File: src/rtl/pulse_gen_pkg.sv
// Shared phase encoding, mode constants and sizing helpers for the trapezoid pulse generator.
package pulse_gen_pkg;

   typedef enum logic [2:0] {
      IDLE  = 3'd0,
      DELAY = 3'd1,
      RISE  = 3'd2,
      HIGH  = 3'd3,
      FALL  = 3'd4,
      LOW   = 3'd5
   } phase_t;

   localparam logic [1:0] MODE_ONESHOT  = 2'd0;
   localparam logic [1:0] MODE_PERIODIC = 2'd1;
   localparam logic [1:0] MODE_BURST    = 2'd2;

   // Accumulator width: (W+1)-bit step times up to 2^(2^SHW-1) cycles.
   function automatic int ramp_acc_w(input int w, input int shw);
      return w + (1 << shw);
   endfunction

endpackage

File: src/rtl/pulse_ramp.sv
// Linear interpolator shared by RISE and FALL: level = base + (step_total >>> sh).
// level is combinational on the accumulator's next value so the parent can register it.
module pulse_ramp
   import pulse_gen_pkg::*;
#(
   parameter int W   = 16,
   parameter int SHW = 4
) (
   input  logic                 clk,
   input  logic                 rst,
   input  logic signed [W-1:0]  base,
   input  logic signed [W-1:0]  target,
   input  logic [SHW-1:0]       sh,
   input  logic                 clear,
   input  logic                 step,
   output logic signed [W-1:0]  level
);

   localparam int AW = ramp_acc_w(W, SHW);

   logic signed [W:0]    d;
   logic signed [AW-1:0] d_x;
   logic signed [AW-1:0] base_x;
   logic signed [AW-1:0] acc_reg;
   logic signed [AW-1:0] acc_next;
   logic signed [AW-1:0] sum;

   assign d      = $signed({target[W-1], target}) - $signed({base[W-1], base});
   assign d_x    = $signed({{(AW-W-1){d[W]}}, d});
   assign base_x = $signed({{(AW-W){base[W-1]}}, base});

   always_comb begin
      acc_next = acc_reg;
      if (clear)
         acc_next = '0;
      else if (step)
         acc_next = acc_reg + d_x;
   end

   always_ff @(posedge clk or posedge rst) begin
      if (rst)
         acc_reg <= '0;
      else
         acc_reg <= acc_next;
   end

   // Result always lies between base and target, so the low W bits are exact.
   assign sum   = (acc_next >>> sh) + base_x;
   assign level = sum[W-1:0];

endmodule

File: src/rtl/trapezoid_pulse_gen.sv
// Trapezoidal pulse generator: delay, linear rise, high, linear fall, low;
// oneshot, periodic or counted-burst operation with abort and done reporting.
module trapezoid_pulse_gen
   import pulse_gen_pkg::*;
#(
   parameter int W   = 16,
   parameter int TW  = 24,
   parameter int SHW = 4,
   parameter int BW  = 8
) (
   input  logic                 clk,
   input  logic                 rst,
   input  logic                 start,
   input  logic                 stop,
   input  logic [1:0]           mode,
   input  logic signed [W-1:0]  iv,
   input  logic signed [W-1:0]  pv,
   input  logic [TW-1:0]        t_delay,
   input  logic [SHW-1:0]       rise_sh,
   input  logic [TW-1:0]        t_high,
   input  logic [SHW-1:0]       fall_sh,
   input  logic [TW-1:0]        t_low,
   input  logic [BW-1:0]        burst_n,
   output logic signed [W-1:0]  out_val,
   output logic [2:0]           phase,
   output logic                 busy,
   output logic                 done,
   output logic [BW-1:0]        pulse_cnt
);

   localparam int RW = (1 << SHW) - 1;
   localparam int CW = (TW > RW) ? TW : RW;

   phase_t              state_reg, state_next;
   logic [CW-1:0]       cnt_reg, cnt_next;
   logic [BW-1:0]       pcnt_reg, pcnt_next;
   logic                done_reg, done_next;
   logic signed [W-1:0] out_reg, out_next;

   logic [1:0]          mode_reg;
   logic signed [W-1:0] iv_reg, pv_reg;
   logic [TW-1:0]       t_delay_reg, t_high_reg, t_low_reg;
   logic [SHW-1:0]      rise_sh_reg, fall_sh_reg;
   logic [BW-1:0]       burst_n_reg;

   // Effective config: the inputs on the accepting edge, the shadow copy otherwise.
   logic                accept;
   logic [1:0]          c_mode;
   logic signed [W-1:0] c_iv, c_pv;
   logic [TW-1:0]       c_t_delay, c_t_high, c_t_low;
   logic [SHW-1:0]      c_rise_sh, c_fall_sh;
   logic [BW-1:0]       c_burst_n, burst_eff;

   logic                enter, go_chain, go_after_rise, go_after_high, go_eop, zero_pulse;
   logic [BW-1:0]       pcnt_base, pcnt_inc;
   logic                ramp_clear, ramp_step;
   logic signed [W-1:0] ramp_base, ramp_target, ramp_level;
   logic [SHW-1:0]      ramp_sh;

   function automatic logic [CW-1:0] timer_load(input logic [TW-1:0] n);
      return (n == '0) ? '0 : CW'(n - 1'b1);
   endfunction

   function automatic logic [CW-1:0] ramp_load(input logic [SHW-1:0] sh);
      logic [CW-1:0] one;
      one = CW'(1);
      return (one << sh) - 1'b1;
   endfunction

   assign accept    = (state_reg == IDLE) && start && !stop;
   assign c_mode    = accept ? mode    : mode_reg;
   assign c_iv      = accept ? iv      : iv_reg;
   assign c_pv      = accept ? pv      : pv_reg;
   assign c_t_delay = accept ? t_delay : t_delay_reg;
   assign c_t_high  = accept ? t_high  : t_high_reg;
   assign c_t_low   = accept ? t_low   : t_low_reg;
   assign c_rise_sh = accept ? rise_sh : rise_sh_reg;
   assign c_fall_sh = accept ? fall_sh : fall_sh_reg;
   assign c_burst_n = accept ? burst_n : burst_n_reg;
   assign burst_eff = (c_burst_n == '0) ? BW'(1) : c_burst_n;
   assign zero_pulse = (c_rise_sh == '0) && (c_t_high == '0) && (c_fall_sh == '0);

   always_comb begin
      state_next    = state_reg;
      cnt_next      = cnt_reg;
      pcnt_next     = pcnt_reg;
      done_next     = 1'b0;
      enter         = 1'b0;
      go_chain      = 1'b0;
      go_after_rise = 1'b0;
      go_after_high = 1'b0;
      go_eop        = 1'b0;
      pcnt_base     = accept ? '0 : pcnt_reg;
      pcnt_inc      = (pcnt_base == '1) ? pcnt_base : pcnt_base + 1'b1;
      if (accept)
         pcnt_next = '0;

      case (state_reg)
         IDLE: if (accept) begin
            if (c_t_delay != '0) begin
               state_next = DELAY;
               enter      = 1'b1;
            end else
               go_chain = 1'b1;
         end
         DELAY: if (cnt_reg == '0) go_chain      = 1'b1; else cnt_next = cnt_reg - 1'b1;
         RISE:  if (cnt_reg == '0) go_after_rise = 1'b1; else cnt_next = cnt_reg - 1'b1;
         HIGH:  if (cnt_reg == '0) go_after_high = 1'b1; else cnt_next = cnt_reg - 1'b1;
         FALL:  if (cnt_reg == '0) go_eop        = 1'b1; else cnt_next = cnt_reg - 1'b1;
         LOW:   if (cnt_reg == '0) go_chain      = 1'b1; else cnt_next = cnt_reg - 1'b1;
         default: state_next = IDLE;
      endcase

      // Skipped phases chain forward on the same edge.
      if (go_chain) begin
         if (c_rise_sh != '0) begin
            state_next = RISE;
            enter      = 1'b1;
         end else
            go_after_rise = 1'b1;
      end
      if (go_after_rise) begin
         if (c_t_high != '0) begin
            state_next = HIGH;
            enter      = 1'b1;
         end else
            go_after_high = 1'b1;
      end
      if (go_after_high) begin
         if (c_fall_sh != '0) begin
            state_next = FALL;
            enter      = 1'b1;
         end else
            go_eop = 1'b1;
      end
      if (go_eop) begin
         pcnt_next = pcnt_inc;
         enter     = 1'b1;
         if (!(c_mode == MODE_PERIODIC || (c_mode == MODE_BURST && pcnt_inc != burst_eff))) begin
            state_next = IDLE;
            done_next  = 1'b1;
         // A zero-length pulse parks in LOW for at least one cycle to avoid a zero-time loop.
         end else if (c_t_low != '0 || zero_pulse)
            state_next = LOW;
         else if (c_rise_sh != '0)
            state_next = RISE;
         else if (c_t_high != '0)
            state_next = HIGH;
         else
            state_next = FALL;
      end

      if (enter) begin
         case (state_next)
            DELAY:   cnt_next = timer_load(c_t_delay);
            RISE:    cnt_next = ramp_load(c_rise_sh);
            HIGH:    cnt_next = timer_load(c_t_high);
            FALL:    cnt_next = ramp_load(c_fall_sh);
            LOW:     cnt_next = timer_load(c_t_low);
            default: cnt_next = '0;
         endcase
      end

      if (stop) begin
         state_next = IDLE;
         cnt_next   = '0;
         pcnt_next  = pcnt_reg;
         done_next  = 1'b0;
         enter      = 1'b0;
      end
   end

   assign ramp_clear  = enter;
   assign ramp_step   = !enter && (state_next == state_reg) &&
                        (state_reg == RISE || state_reg == FALL);
   assign ramp_base   = (state_next == FALL) ? c_pv : c_iv;
   assign ramp_target = (state_next == FALL) ? c_iv : c_pv;
   assign ramp_sh     = (state_next == FALL) ? c_fall_sh : c_rise_sh;

   pulse_ramp #(.W(W), .SHW(SHW)) u_ramp (
      .clk    (clk),
      .rst    (rst),
      .base   (ramp_base),
      .target (ramp_target),
      .sh     (ramp_sh),
      .clear  (ramp_clear),
      .step   (ramp_step),
      .level  (ramp_level)
   );

   always_comb begin
      out_next = c_iv;
      case (state_next)
         HIGH:       out_next = c_pv;
         RISE, FALL: out_next = ramp_level;
         default:    out_next = c_iv;
      endcase
   end

   always_ff @(posedge clk or posedge rst) begin
      if (rst) begin
         state_reg   <= IDLE;
         cnt_reg     <= '0;
         pcnt_reg    <= '0;
         done_reg    <= 1'b0;
         out_reg     <= '0;
         mode_reg    <= '0;
         iv_reg      <= '0;
         pv_reg      <= '0;
         t_delay_reg <= '0;
         t_high_reg  <= '0;
         t_low_reg   <= '0;
         rise_sh_reg <= '0;
         fall_sh_reg <= '0;
         burst_n_reg <= '0;
      end else begin
         state_reg <= state_next;
         cnt_reg   <= cnt_next;
         pcnt_reg  <= pcnt_next;
         done_reg  <= done_next;
         out_reg   <= out_next;
         if (accept) begin
            mode_reg    <= mode;
            iv_reg      <= iv;
            pv_reg      <= pv;
            t_delay_reg <= t_delay;
            t_high_reg  <= t_high;
            t_low_reg   <= t_low;
            rise_sh_reg <= rise_sh;
            fall_sh_reg <= fall_sh;
            burst_n_reg <= burst_n;
         end
      end
   end

   assign out_val   = out_reg;
   assign phase     = state_reg;
   assign busy      = (state_reg != IDLE);
   assign done      = done_reg;
   assign pulse_cnt = pcnt_reg;

endmodule

File: config.mk
export PLATFORM = sky130hd
export DESIGN_NAME = trapezoid_pulse_gen
export DESIGN_NICKNAME = d
export VERILOG_FILES = /design/src/rtl/pulse_gen_pkg.sv /design/src/rtl/pulse_ramp.sv /design/src/rtl/trapezoid_pulse_gen.sv
export SDC_FILE = /design/constraint.sdc
export NUM_CORES = 1
export LEC_CHECK = 0
export ABC_AREA = 1
export ABC_CLOCK_PERIOD_IN_PS = 29000
export CAP_MARGIN = 30
export CELL_PAD_IN_SITES_DETAIL_PLACEMENT = 0
export CELL_PAD_IN_SITES_GLOBAL_PLACEMENT = 2
export CORE_MARGIN = 1.5
export CORE_UTILIZATION = 36
export CTS_CLUSTER_SIZE = 20
export DETAILED_ROUTE_END_ITERATION = 16
export PLACE_DENSITY_LB_ADDON = 0.05
export SLEW_MARGIN = 0
export SYNTH_ARGS = -nofsm -noshare
export SYNTH_HDL_FRONTEND = slang
export SYNTH_SLANG_ARGS = --single-unit
File: constraint.sdc
create_clock -name clk -period 29 [get_ports clk]
set_input_delay 2.9 -clock clk [delete_from_list [all_inputs] [get_ports clk]]
set_output_delay 2.9 -clock clk [all_outputs]
set_load 0.1 [all_outputs]
* Word level (Yosys, flattened, before mapping) *
Index checks and enable logic that the tools add are counted.

operators by class
  add/sub/neg operators = 10
  mux-type cells = 69
  shifts and indexed selects = 3
  eq/ne operators = 19
  reduce and logical (&&, ||, !) cells = 31

operator list
  kind                                                number
  two-way mux 24 bit                                  10
  subtractor 24 x 1 -> 24 bit, second input constant  6
  one-hot mux 24 bit (5 select lines)                 1
  zero test 24 bit                                    4
  nonzero test 24 bit                                 3
  two-way mux 16 bit                                  4
  two-way mux 32 bit                                  2
  << shifter 1 x 4 -> 24 bit, first input constant    2
  two-way mux 3 bit                                   14
  two-way mux 8 bit                                   5
  adder 32 x 17 -> 32 bit                             1
  one-hot mux 16 bit (2 select lines)                 1
  >>> shifter 32 x 4 -> 16 bit                        1
  two-way mux 1 bit                                   26
  == test 3 x 2 -> 1 bit, second input constant       6
  subtractor 16 x 16 -> 17 bit                        1
  adder 16 bit                                        1
  == test 3 bit, second input constant                5
  two-way mux 4 bit                                   3
  adder 8 x 1 -> 8 bit, second input constant         1
  == test 8 bit, second input constant                1
  zero test 4 bit                                     2
  zero test 8 bit                                     1
  inequality test 8 bit                               1
  other kinds (17)                                    30

storage, ports and cells
  flip-flop bits (word level) = 206
  logic and storage cells = 147
  bits of input ports = 126
  output and inout bits = 29

* Depth between registers and ports, before layout *
  depth in word-level cells = 25
  mapped depth = 71
  gate-level depth less buffers = 67

* By module *
Synthesis repeated with hierarchy kept, for this count alone.

second synthesis, totals
  cell total of the unflattened synthesis = 2806
  area, all modules = 18210.0 µm²

by module, submodules not included
  module               seq. area each (µm²)  times used  cells an instance  area each (µm²)
  trapezoid_pulse_gen  4354.2                1           1703               11770.0
  pulse_ramp           775.7                 1           1103               6439.9

* Worst setup path before layout *
OpenSTA, ideal clock, no wires.

  path type = input to register
  start point = input start
  end point = register out_reg[15] (netlist: out_val[15])
  buffers on the path = 6
  arrival time = 11.800 ns
  setup slack = 17.079 ns
  setup time = 0.121 ns
  data required time = 28.879 ns
  cell stages on the path = 54
  cells stage by stage = inv_1 > nor2_4 > nand3_4 > buf_6 > buf_6 > buf_6 > clkbuf_1 > clkbuf_1 > o21ai_0 > ha_1 > nand3_1 > nor2_2 > nand4_1 > nor2_2 > nand4_1 > inv_1 > nand2_1 > nand2_1 > [18 not listed] > xor2_1 > nor2_1 > inv_1 > nand3_1 > inv_1 > o21ai_0 > o21ai_0 > o21ai_0 > o21ai_0 > ha_1 > a21oi_1 > inv_1 > a31oi_1 > nor2_1 > a2111oi_0 > nand3_1 > nand3_1 > nand2_1

between the ends
  longest elaborated chain between the ends = 24
  elaborated cells on any way between the ends = 86
  classes of those cells = 4 x add/sub; 8 x eq/ne; 1 x shift; 53 x mux; 20 x reduce/logical

ends and longest elaborated chain
  element                                line                        text
  start, declared                        trapezoid_pulse_gen.sv:13   input logic start,
  logical AND 1 bit * (2 in series)      trapezoid_pulse_gen.sv:70   assign accept = (state_reg == IDLE) && start && !stop;
  two-way mux 24 bit                     --
  nonzero test 24 bit                    trapezoid_pulse_gen.sv:100  if (c_t_delay != '0) begin
  two-way mux 3 bit                      trapezoid_pulse_gen.sv:100
  two-way mux 3 bit                      trapezoid_pulse_gen.sv:99   IDLE: if (accept) begin
  one-hot mux 3 bit (2 select lines)     trapezoid_pulse_gen.sv:98   case (state_reg)
  two-way mux 3 bit                      trapezoid_pulse_gen.sv:116  if (c_rise_sh != '0) begin
  two-way mux 3 bit                      trapezoid_pulse_gen.sv:115  if (go_chain) begin
  [9 not listed]                         --
  adder 32 x 17 -> 32 bit                pulse_ramp.sv:37            acc_next = acc_reg + d_x;
  two-way mux 32 bit                     pulse_ramp.sv:36            else if (step)
  two-way mux 32 bit *                   pulse_ramp.sv:34            if (clear)
  named net u_ramp.acc_next[25]          pulse_ramp.sv:25            logic signed [AW-1:0] acc_next;
  >>> shifter 32 x 4 -> 16 bit *         pulse_ramp.sv:48            assign sum = (acc_next >>> sh) + base_x;
  adder 16 bit *                         pulse_ramp.sv:48
  one-hot mux 16 bit (2 select lines) *  trapezoid_pulse_gen.sv:193  case (state_next)
  named net out_next[15]                 trapezoid_pulse_gen.sv:38   logic signed [W-1:0] out_reg, out_next;
  end signal, assigned                   trapezoid_pulse_gen.sv:221  out_reg <= out_next;
  end, declared                          trapezoid_pulse_gen.sv:38

Mark *: on every way through the listed nets, which the timed path passes. The rest lies on a longest branch.
A chain may end at the register's enable or synchronous reset.

* Worst setup path after layout *
  start point = input stop
  end point = register out_reg[15] (netlist: out_val[15])

between the ends
  longest elaborated chain between the ends = 24
  elaborated cells on any way between the ends = 86
  classes of those cells = 4 x add/sub; 8 x eq/ne; 1 x shift; 53 x mux; 20 x reduce/logical

ends and longest elaborated chain
  element                                line                        text
  start, declared                        trapezoid_pulse_gen.sv:14   input logic stop,
  zero test 1 bit                        trapezoid_pulse_gen.sv:70
  logical AND 1 bit                      trapezoid_pulse_gen.sv:70
  two-way mux 24 bit                     --
  nonzero test 24 bit                    trapezoid_pulse_gen.sv:100
  two-way mux 3 bit                      trapezoid_pulse_gen.sv:100
  two-way mux 3 bit                      trapezoid_pulse_gen.sv:99
  one-hot mux 3 bit (2 select lines)     trapezoid_pulse_gen.sv:98
  two-way mux 3 bit                      trapezoid_pulse_gen.sv:116
  [9 not listed]                         --
  subtractor 16 x 16 -> 17 bit           pulse_ramp.sv:28            assign d = $signed({target[W-1], target}) - $signed({base[W-1], base});
  adder 32 x 17 -> 32 bit                pulse_ramp.sv:37
  two-way mux 32 bit                     pulse_ramp.sv:36
  two-way mux 32 bit                     pulse_ramp.sv:34
  >>> shifter 32 x 4 -> 16 bit           pulse_ramp.sv:48
  adder 16 bit                           pulse_ramp.sv:48
  one-hot mux 16 bit (2 select lines) *  trapezoid_pulse_gen.sv:193
  named net out_next[15]                 trapezoid_pulse_gen.sv:38

Marks and branches as above.

==> impl_metrics.env <==
export IMPL_netlist_area_leader_share=0.3064
export IMPL_worst_hold_path_type="reg2reg"
export IMPL_synthesis_area_per_instance_um2=6.867
export IMPL_synth_commonest_cells="623 x nand2_1, 381 x inv_1, 205 x dfrtp_1"
export IMPL_netlist_area_before_placement_mm2=0.01674
export IMPL_internal_power_mw=1.034
export IMPL_maximum_buffer_depth_of_the_clock_tree=3
export IMPL_setup_repair_after_global_routing_missed_its_margin="no"
export IMPL_dieWidth_um=218.6
export IMPL_status="completed"
export IMPL_firstDrtPassIters=6
export IMPL_buffer_ports_inserted=154
export IMPL_number_of_sinks_driven_by_the_clock_tree=205
export IMPL_antenna_found_initial=0
export IMPL_insertedDiodeCount=0
export IMPL_synth_enable_flop_cells=0
export IMPL_syn_num_nets=2648
export IMPL_cp_slowest_cell="nand3_2"
export IMPL_critPathArrivalTime_ns=15.53
export IMPL_clk_pin_slew_ns=0.07
export IMPL_yosys_warnings=0
export IMPL_holdWs_ns=0.4992
export IMPL_die_area_mm2=0.04781
export IMPL_utilization=0.4331
export IMPL_drt_wirelength_per_cell_um=18.65
export IMPL_timing_setup_tns_ns=0
export IMPL_cts_root_buf="clkbuf_16"
export IMPL_post_route_cells_drive_above_1_share=0.06633
export IMPL_regToRegStartpoint="phase[1]$_DFF_PP0_"
export IMPL_wl_mm=59.26
export IMPL_cts_htree_levels=1
export IMPL_finalWorstPathRequiredPeriod_ns=15.07
export IMPL_largest_reg_flops=31
export IMPL_final_max_slew_violation_count=0
export IMPL_grt_overflow=0
export IMPL_worst_skew_pair_late_latency_ns=0.58
export IMPL_core_rowCount=78
export IMPL_postSynthRegisterBits=205
export IMPL_drt_vias_per_instance=5.125
export IMPL_r2r_slack_ns=16.18
export IMPL_detailedPlace_worstSlack_ns=13.41
export IMPL_hpwl_mm=45.53
export IMPL_syn_instance_count=2438
export IMPL_ios=155
export IMPL_critPathCapture="out_val[15]$_DFF_PP0_"
export IMPL_postCtsHoldBufs=0
export IMPL_power_density_mw_per_mm2=104.8
export IMPL_swShare=0.5015
export IMPL_postCtsSetupBuffers=0
export IMPL_power_leakage_nw=9.899
export IMPL_share_comb_of_total_power=0.621
export IMPL_final_net_count=2768
export IMPL_numCtsBuffers=27
export IMPL_timing_critical_path_from="stop"
export IMPL_tritoncts="built"
export IMPL_globalplace_congestion=0.8829
export IMPL_floorplan_core_area_mm2=0.04567
export IMPL_timing_rr_end="out_val[15]$_DFF_PP0_"
export IMPL_worst_path_max_fanout=62
export IMPL_timing_setup_critical_path_class="in2reg"
export IMPL_post_synth_num_cell_types=59
export IMPL_detailroute_via_count=16290
export IMPL_synth_top_cells_by_area="dfrtp_1 31%, nand2_1 14%, inv_1 8.5%"
export IMPL_critical_path_startpoint_type="primary input"
export IMPL_clock_skew_ns=0.02230
export IMPL_required_ns=29.46
export IMPL_timing_final_hold_violations=0
export IMPL_reg2reg_depth=53
export IMPL_overall_global_routing_resource_usage=0.2499
export IMPL_maxcap_viol_count=0
export IMPL_setup_slack_ns=13.93
export IMPL_synth_area_leader_cell="dfrtp_1"
export IMPL_post_cts_resize_count=0
export IMPL_drt_iter0_drc=1272
export IMPL_cp_slowest_stage_delay_ns=0.74
export IMPL_largest_net_degree_at_the_start_of_global_routing=93
export IMPL_yosysSeqAreaShare=0.3064
export IMPL_setup_violations_final=0
export IMPL_worst_max_slew_pin_slew_ns=0.9990
export IMPL_most_numerous_cell_in_the_yosys_netlist="nand2_1"
export IMPL_ys_async_sr_fraction=1.000
export IMPL_grt_first_pass_wirelength_mm=92.18
export IMPL_irDropWorstVdd_v=0.00005468
export IMPL_remaining_drc_errors=0
export IMPL_postRouteAntennaNets=0
export IMPL_power_switching_mw=1.040
export IMPL_floorplan_initialDensity=0.3665
export IMPL_p_clk_frac=0.186
export IMPL_slew_headroom=0.3168
export IMPL_die_h_um=218.6
export IMPL_min_period_over_period=0.5197
export IMPL_synth_top_flop_cell="dfrtp_1"
export IMPL_max_freq_ghz=0.06635
export IMPL_sequential_power_share=0.193
export IMPL_crit_top_cell="o21ai_0"
export IMPL_first_global_vias=15490
export IMPL_flow_area_growth_from_synthesis_pct=18.15
export IMPL_critical_path_endpoint_type="flop"
[metrics by stage]
| step | instance area, µm² | std cells | total power [mW] |
|---|---|---|---|
| floorplan | 16740 | 2438 | 1.345 |
| global placement | 18700 | 3125 | 1.671 |
| detailed placement | 18750 | 3128 | 1.675 |
| CTS | 19770 | 3177 | 2.077 |
| global route | 19780 | 3178 | 2.269 |
| finish | 19780 | 3178 | 2.074 |
[worst min-delay path by stage]
stage	start	to	slack, ns	cells after the start
finish	t_delay_reg[0]$_DFF_PP0_	t_delay_reg[0]$_DFF_PP0_	0.50	2
global route	mode_reg[0]$_DFF_PP0_	mode_reg[0]$_DFF_PP0_	0.52	2
CTS	mode_reg[0]$_DFF_PP0_	mode_reg[0]$_DFF_PP0_	0.50	2
detailed placement	mode_reg[0]$_DFF_PP0_	mode_reg[0]$_DFF_PP0_	0.49	2
global placement	mode_reg[0]$_DFF_PP0_	mode_reg[0]$_DFF_PP0_	0.48	2
floorplan	t_delay_reg[0]$_DFF_PP0_	t_delay_reg[0]$_DFF_PP0_	0.46	2
[critical path: cells and delay by family]
family                   cells  cell delay, ns
AO/OA/AOI/OAI               21            5.30
XOR/XNOR                     2            0.34
adder cells (fa/ha/maj)      4            1.14
buffers and inverters        7            1.91
AND/OR/NAND/NOR             21            3.83
[final cells by class]
type	instances	area (µm²)
Timing Repair Buffer	176	1732
Fill cell	4780	25890
Tap cell	600	750.7
Clock buffer	34	772.0
Sequential cell	205	5130
Multi-Input combinational cell	1753	9654
Clock inverter	15	249.0
Inverter	395	1493
[placed cells by master, fill, tap and decap left out, types with 5 or more instances in the layout]
master,netlist,routed
nand2_1,623,623
inv_1,381,380
dfrtp_1,205,205
nand3_1,190,190
o21ai_0,175,173
nor2_1,162,162
clkdlybuf4s50_1,0,154
a21oi_1,73,73
xor2_1,70,70
ha_1,56,56
nand4_1,54,54
or2_2,38,38
nor3_1,36,36
xnor2_1,28,28
fa_1,28,28
o21ai_1,26,27
o22ai_1,27,27
clkbuf_16,0,27
buf_4,10,18
nand2_2,16,16
a22oi_1,16,16
a31oi_1,15,15
inv_2,11,11
nor4_1,11,11
a2111oi_0,10,10
o21ai_2,8,9
o211ai_1,8,8
nor2_2,7,7
clkbuf_8,0,7
nand3b_1,6,6
a21o_1,6,6
o2111ai_1,6,6
bufinv_16,0,6
a21boi_0,5,5
o31ai_1,5,5
o32ai_1,5,5
clkinv_2,0,5
[cell families after synthesis]
group | count (synthesis) | share of synthesized area
and+or+nand+nor | 1165 | 0.3080
adders and majority gates | 84 | 0.07534
DFF | 205 | 0.3064
buffers and inverters | 480 | 0.1171
AOI/OAI and AO/OA | 406 | 0.1419
xor gates and xnor gates | 98 | 0.05127
[per-layer routing]
| layer | up-vias | global-route usage | routed length, µm |
|---|---|---|---|
| met5 | - | 0 | 0 |
| met3 | 48 | 0.03841 | 4044 |
| met1 | 7687 | 0.4076 | 31460 |
| li1 | 8127 | - | - |
| met4 | 0 | 0.04207 | 756 |
| met2 | 425 | 0.3404 | 23000 |
[power by group through the flow]
stage	combinational (mW)	sequential, mW	clock [mW]
floorplan	0.880	0.465	0
global placement	1.27	0.402	0
detailed placement	1.27	0.404	0
CTS	1.28	0.399	0.396
global route	1.46	0.408	0.405
finish	1.29	0.399	0.386
No activity file was read; power rests on OpenSTA's default activity.
==> edit 1 (same settings) <==
Change the parameter `BW` from 8 to 12.
--- a/src/rtl/trapezoid_pulse_gen.sv
+++ b/src/rtl/trapezoid_pulse_gen.sv
@@ -8,3 +8,3 @@
    parameter int SHW = 4,
-   parameter int BW  = 8
+   parameter int BW  = 12
 ) (
Ports: changed (resized burst_n and pulse_cnt); port bits go from 155 to 163. The function was not compared with the original's and may differ.
==> edit 1 against the unedited design <==
  * Non-clock buffer count increased by 7
  * Worst setup slack gained 0.37 ns
  * Routed wire length up 7.2%
  * Hold slack got worse by 0.011 ns
  * Sequential cell count is 8 higher
  * Via count is 4.0% higher
  * Final area increased by 5.1%
  * Synthesized area up 5.4%
  * Total power up 22%
  * Largest cell class unchanged
  * Largest power group unchanged
  * Highest routed layer unchanged
==> edit 1: results (changes against the unedited design) <==
metric,value,unit,change
drtPass1Iterations,5,,-1
clkTransAtPathRegs,0.06,ns,
grt_usage,25.2,%,+0.22 points
dp_hpwl,49300,um,+8.3%
cts-htree-levels,1,,unchanged
ys_types,63,,+6.8%
dominantRegCellSynth,dfrtp_1,,
async_reset_ff_share,100,%,unchanged
layout-drive-gt1-share,8.63,%,+2.0 points
place.port_buffers,162,,+5.2%
clockBufferDepth,3,,unchanged
grt_pass1_wl,98600,um,+6.9%
synthTopCellsByArea,"dfrtp_1, nand2_1, inv_1",,
place_congestion,0.897,,+1.6%
crit_slowest_cell,o21ai_0,,
p_leak,10.3,nW,+4.3%
outcome,"finished, final reports clean",,
cts_root_buf,clkbuf_16,,
grt_max_degree,154,,+66%
synth_common_cells,"nand2_1, inv_1, dfrtp_1",,
vdd_drop_max,0.0833,mV,+52%
clk_latency,0.59,ns,
whs_endpoint,t_high_reg[17],,
nets,2890,,+4.4%
min_path_cells,2,,unchanged
cp_data_arrival_time,15.16,ns,-0.37 ns
antenna_found_initial,0,,unchanged
cts-resized-gates,0,,unchanged
seq_area_frac_synth,30.2,%,-0.43 points
worstHoldStart,t_high_reg[17],,
via_per_inst,5.11,,-0.29%
syn-num-nets,2769,,+4.6%
grt_pass1_vias,17012,,+9.8%
largest_reg_flops,31,,unchanged
hold_class,reg -> reg,,
cts_made_buffers,29,,+7.4%
finClkSkew,0.0240,ns,+0.00174 ns
slowest_delay,0.56,ns,-0.18 ns
synth_warnings,0,,unchanged
crit_fanout,153,,+150%
critical_path.reg2reg.startpoint,phase[0],,
reg2reg_depth,58,,+9.4%
post-cts-setup-buffers,0,,unchanged
reg2reg_slack,16.61,ns,+0.43 ns
placed_cell_area,19700,sq um,+5.3%
drtIter0Drc,1012,,-20%
wl,63500,um,+7.2%
worst_pin_slew,1.02,ns,+0.0166 ns
-- edit 1: changes by cell type after synthesis, moves of 8 or more --
cell     before  now
dfrtp_1     205  213
xnor2_1      28   18
o21ai_2       8   16
buf_2        17   25
nor3_1       36   45
nand3_2       2   19
inv_1       381  396
nand2_2      16   34
xor2_1       70   78
nand3_1     190  201
-- edit 1: final cells by class --
class	count	area, sq um
multi-input cells	1833	10300
repair buffers	183	1810
diodes	1	2.50
flip-flops and latches	213	5330
fillers	5025	27300
clock inverters	16	256
well taps	615	769
clock buffers	38	800
inverters	416	1570
-- edit 1: how the worst max path moves through the flow --
stage,start,to,depth (start not counted)
floorplan,stop,out_val[15],67
global placement,stop,out_val[15],56
detailed placement,stop,out_val[15],60
CTS,stop,out_val[15],56
global route,stop,out_val[15],56
finish,stop,out_val[15],60
-- edit 1: critical path, delay by kind of cell --
family | cells | cell delay [ns]
adder cells (fa/ha/maj) | 4 | 1.10
buffers and inverters | 7 | 1.24
XOR/XNOR | 1 | 0.18
AND/OR/NAND/NOR | 28 | 4.01
AO/OA/AOI/OAI | 20 | 5.42
-- edit 1: metrics by stage --
step | utilization [%] | setup WS [ns] | cells | hold slack, ns
2_1_floorplan | - | 16.91 | 2555 | 0.445
3_3_place_gp | 41.0 | 13.88 | 3259 | 0.465
3_5_place_dp | 41.1 | 13.65 | 3260 | 0.476
4_1_cts | 43.3 | 14.24 | 3314 | 0.492
5_1_grt | 43.3 | 13.00 | 3314 | 0.507
6_report | 43.3 | 14.30 | 3315 | 0.488
-- edit 1: cells by family after synthesis --
logic type,count (synthesis),share of synthesized area [%]
buffers and inverters,509,11.8
xor gates and xnor gates,96,4.77
and+or+nand+nor,1230,31.9
AOI/OAI and AO/OA,422,14.2
muxes,1,0.0567
adders and majority gates,84,7.15
DFF,213,30.2
-- edit 1: layer usage --
layer,GRT usage (%),routed length [um],vias to the layer above
met3,2.08,1930,52
met2,46.6,32700,290
met4,5.13,1090,0
met5,0,0,-
met1,31.9,27800,8064
li1,-,-,8533
-- edit 1: where the power goes --
part | internal, W | total (W) | switching (W)
combinational | 0.000548 | 0.00170 | 0.00115
sequential | 0.000389 | 0.000423 | 0.0000338
clock | 0.000248 | 0.000402 | 0.000154
total | 0.00119 | 0.00252 | 0.00134
==> edit 2 (config.mk and constraints unchanged) <==
Without the edit above. Add an input register stage for `pv`; this delays it by one clock. The other inputs are not delayed to match.
--- a/src/rtl/trapezoid_pulse_gen.sv
+++ b/src/rtl/trapezoid_pulse_gen.sv
@@ -33,2 +33,8 @@
 
+   logic signed [W-1:0] pv_q;
+
+   always_ff @(posedge clk) begin
+      pv_q <= pv;
+   end
+
    phase_t              state_reg, state_next;
@@ -72,3 +78,3 @@
    assign c_iv      = accept ? iv      : iv_reg;
-   assign c_pv      = accept ? pv      : pv_reg;
+   assign c_pv      = accept ? pv_q    : pv_reg;
    assign c_t_delay = accept ? t_delay : t_delay_reg;
@@ -224,3 +230,3 @@
             iv_reg      <= iv;
-            pv_reg      <= pv;
+            pv_reg      <= pv_q;
             t_delay_reg <= t_delay;
Check against the original RTL: not equivalent (a bounded check fails within 4 cycles, from zero or initial values and one cycle with rst high).
==> edit 2 against the unedited design <==
  * Critical endpoint unchanged
  * Routed wire length decreased by 0.88%
  * Synthesized area increased by 6.0%
  * Largest cell class unchanged
  * Global-route usage decreased by 1.6 points
  * Sequential share of layout area increased by 0.27 points
  * Final area increased by 5.2%
  * Total power increased by 12%
  * Register-to-register slack improved by 0.41 ns
  * Worst setup slack improved by 0.33 ns
  * Sequential cell count increased by 16
==> edit 2: results (changes against the unedited design) <==
metric,value,unit,change
outcome,"finished, final reports clean",,
routedWlPerCell,17.9,um,-4.1%
dp_hpwl,45000,um,-1.3%
seq_power,0.000438,W,+9.8%
fillers,5116,,+7.0%
crit_slowest_cell,a2111oi_0,,
grt_pass1_vias,16250,,+4.9%
wl,58700,um,-0.88%
min_path_cells,2,,unchanged
clk_share,5.00,%,-0.16 points
cp_data_arrival_time,15.20,ns,-0.33 ns
nMultiInputCombCells,1749,,-0.23%
synth_seq_cells,221,,+7.8%
grt_max_degree,83,,-11%
nClkBuffers,41,,+21%
grt_pass1_wl,92500,um,+0.37%
slew_headroom,31.1,%,-0.53 points
ff_latch_area,5450,sq um,+6.2%
buffers,181,,+2.8%
ys_types,71,,+20%
reg2reg_depth,61,,+15%
place_congestion,0.863,,-2.2%
reg2reg_slack,16.59,ns,+0.41 ns
switchingPower,0.00117,W,+12%
multi_input_area_share,48.6,%,-0.17 points
synth_common_cells,"nand2_1, inv_1, dfrtp_1",,
internal-power,0.00114,W,+11%
vdd_drop_max,0.0720,mV,+32%
drtIter0Drc,1012,,-20%
async_reset_ff_share,92.8,%,-7.2 points
via_per_inst,4.94,,-3.6%
synth_cells,2472,,+1.4%
nets,2807,,+1.4%
syn-num-nets,2682,,+1.3%
layout-drive-gt1-share,10.3,%,+3.6 points
worstHoldStart,rise_sh_reg[3],,
whs_endpoint,rise_sh_reg[3],,
place_ws,13.82,ns,+0.410 ns
seq_area_frac_synth,30.7,%,+0.074 points
drtPass1Iterations,5,,-1
fin_util,42.7,%,-0.64 points
hold_ws,0.475,ns,-0.0239 ns
crit_fanout,69,,+11%
synthTopCellsByArea,"dfrtp_1, nand2_1, inv_1",,
power_clock,0.000396,W,+3%
nonClockInverterCount,415,,+5.1%
finClkSkew,0.0204,ns,-0.00188 ns
fin_crit,14.74,ns,-0.327 ns
dp.cells,3229,,+3.2%
placed_cell_area,19700,sq um,+5.3%
p_leak,10.2,nW,+2.9%
final-nonclk-buf-share,8.63,%,-0.13 points
==> edit 2: cell count changes in the layout (fill, tap and decap cells not counted), sizes merged, moves of 11 or more <==
| cell | before | now |
|---|---|---|
| inv | 394 | 410 |
| a21oi | 74 | 96 |
| dfxtp | 0 | 16 |
| nand3 | 194 | 173 |
| xor2 | 70 | 81 |
| o21ai | 209 | 220 |
==> edit 2: cells by family after synthesis <==
kind of cell               share of synthesized area [%]
adders and majority gates                           7.11
buffers and inverters                               12.3
xor gates and xnor gates                            5.18
and+or+nand+nor                                     29.5
AOI/OAI and AO/OA                                   15.1
muxes                                             0.0564
DFF                                                 30.7
==> edit 2: routing by layer <==
metal | vias up | track usage [%] | wire length (um)
li1 | 8226 | - | -
met1 | 7643 | 30.1 | 26000
met2 | 283 | 40.9 | 28900
met3 | 80 | 2.24 | 1850
met4 | 0 | 7.77 | 2020
met5 | - | 0 | 0
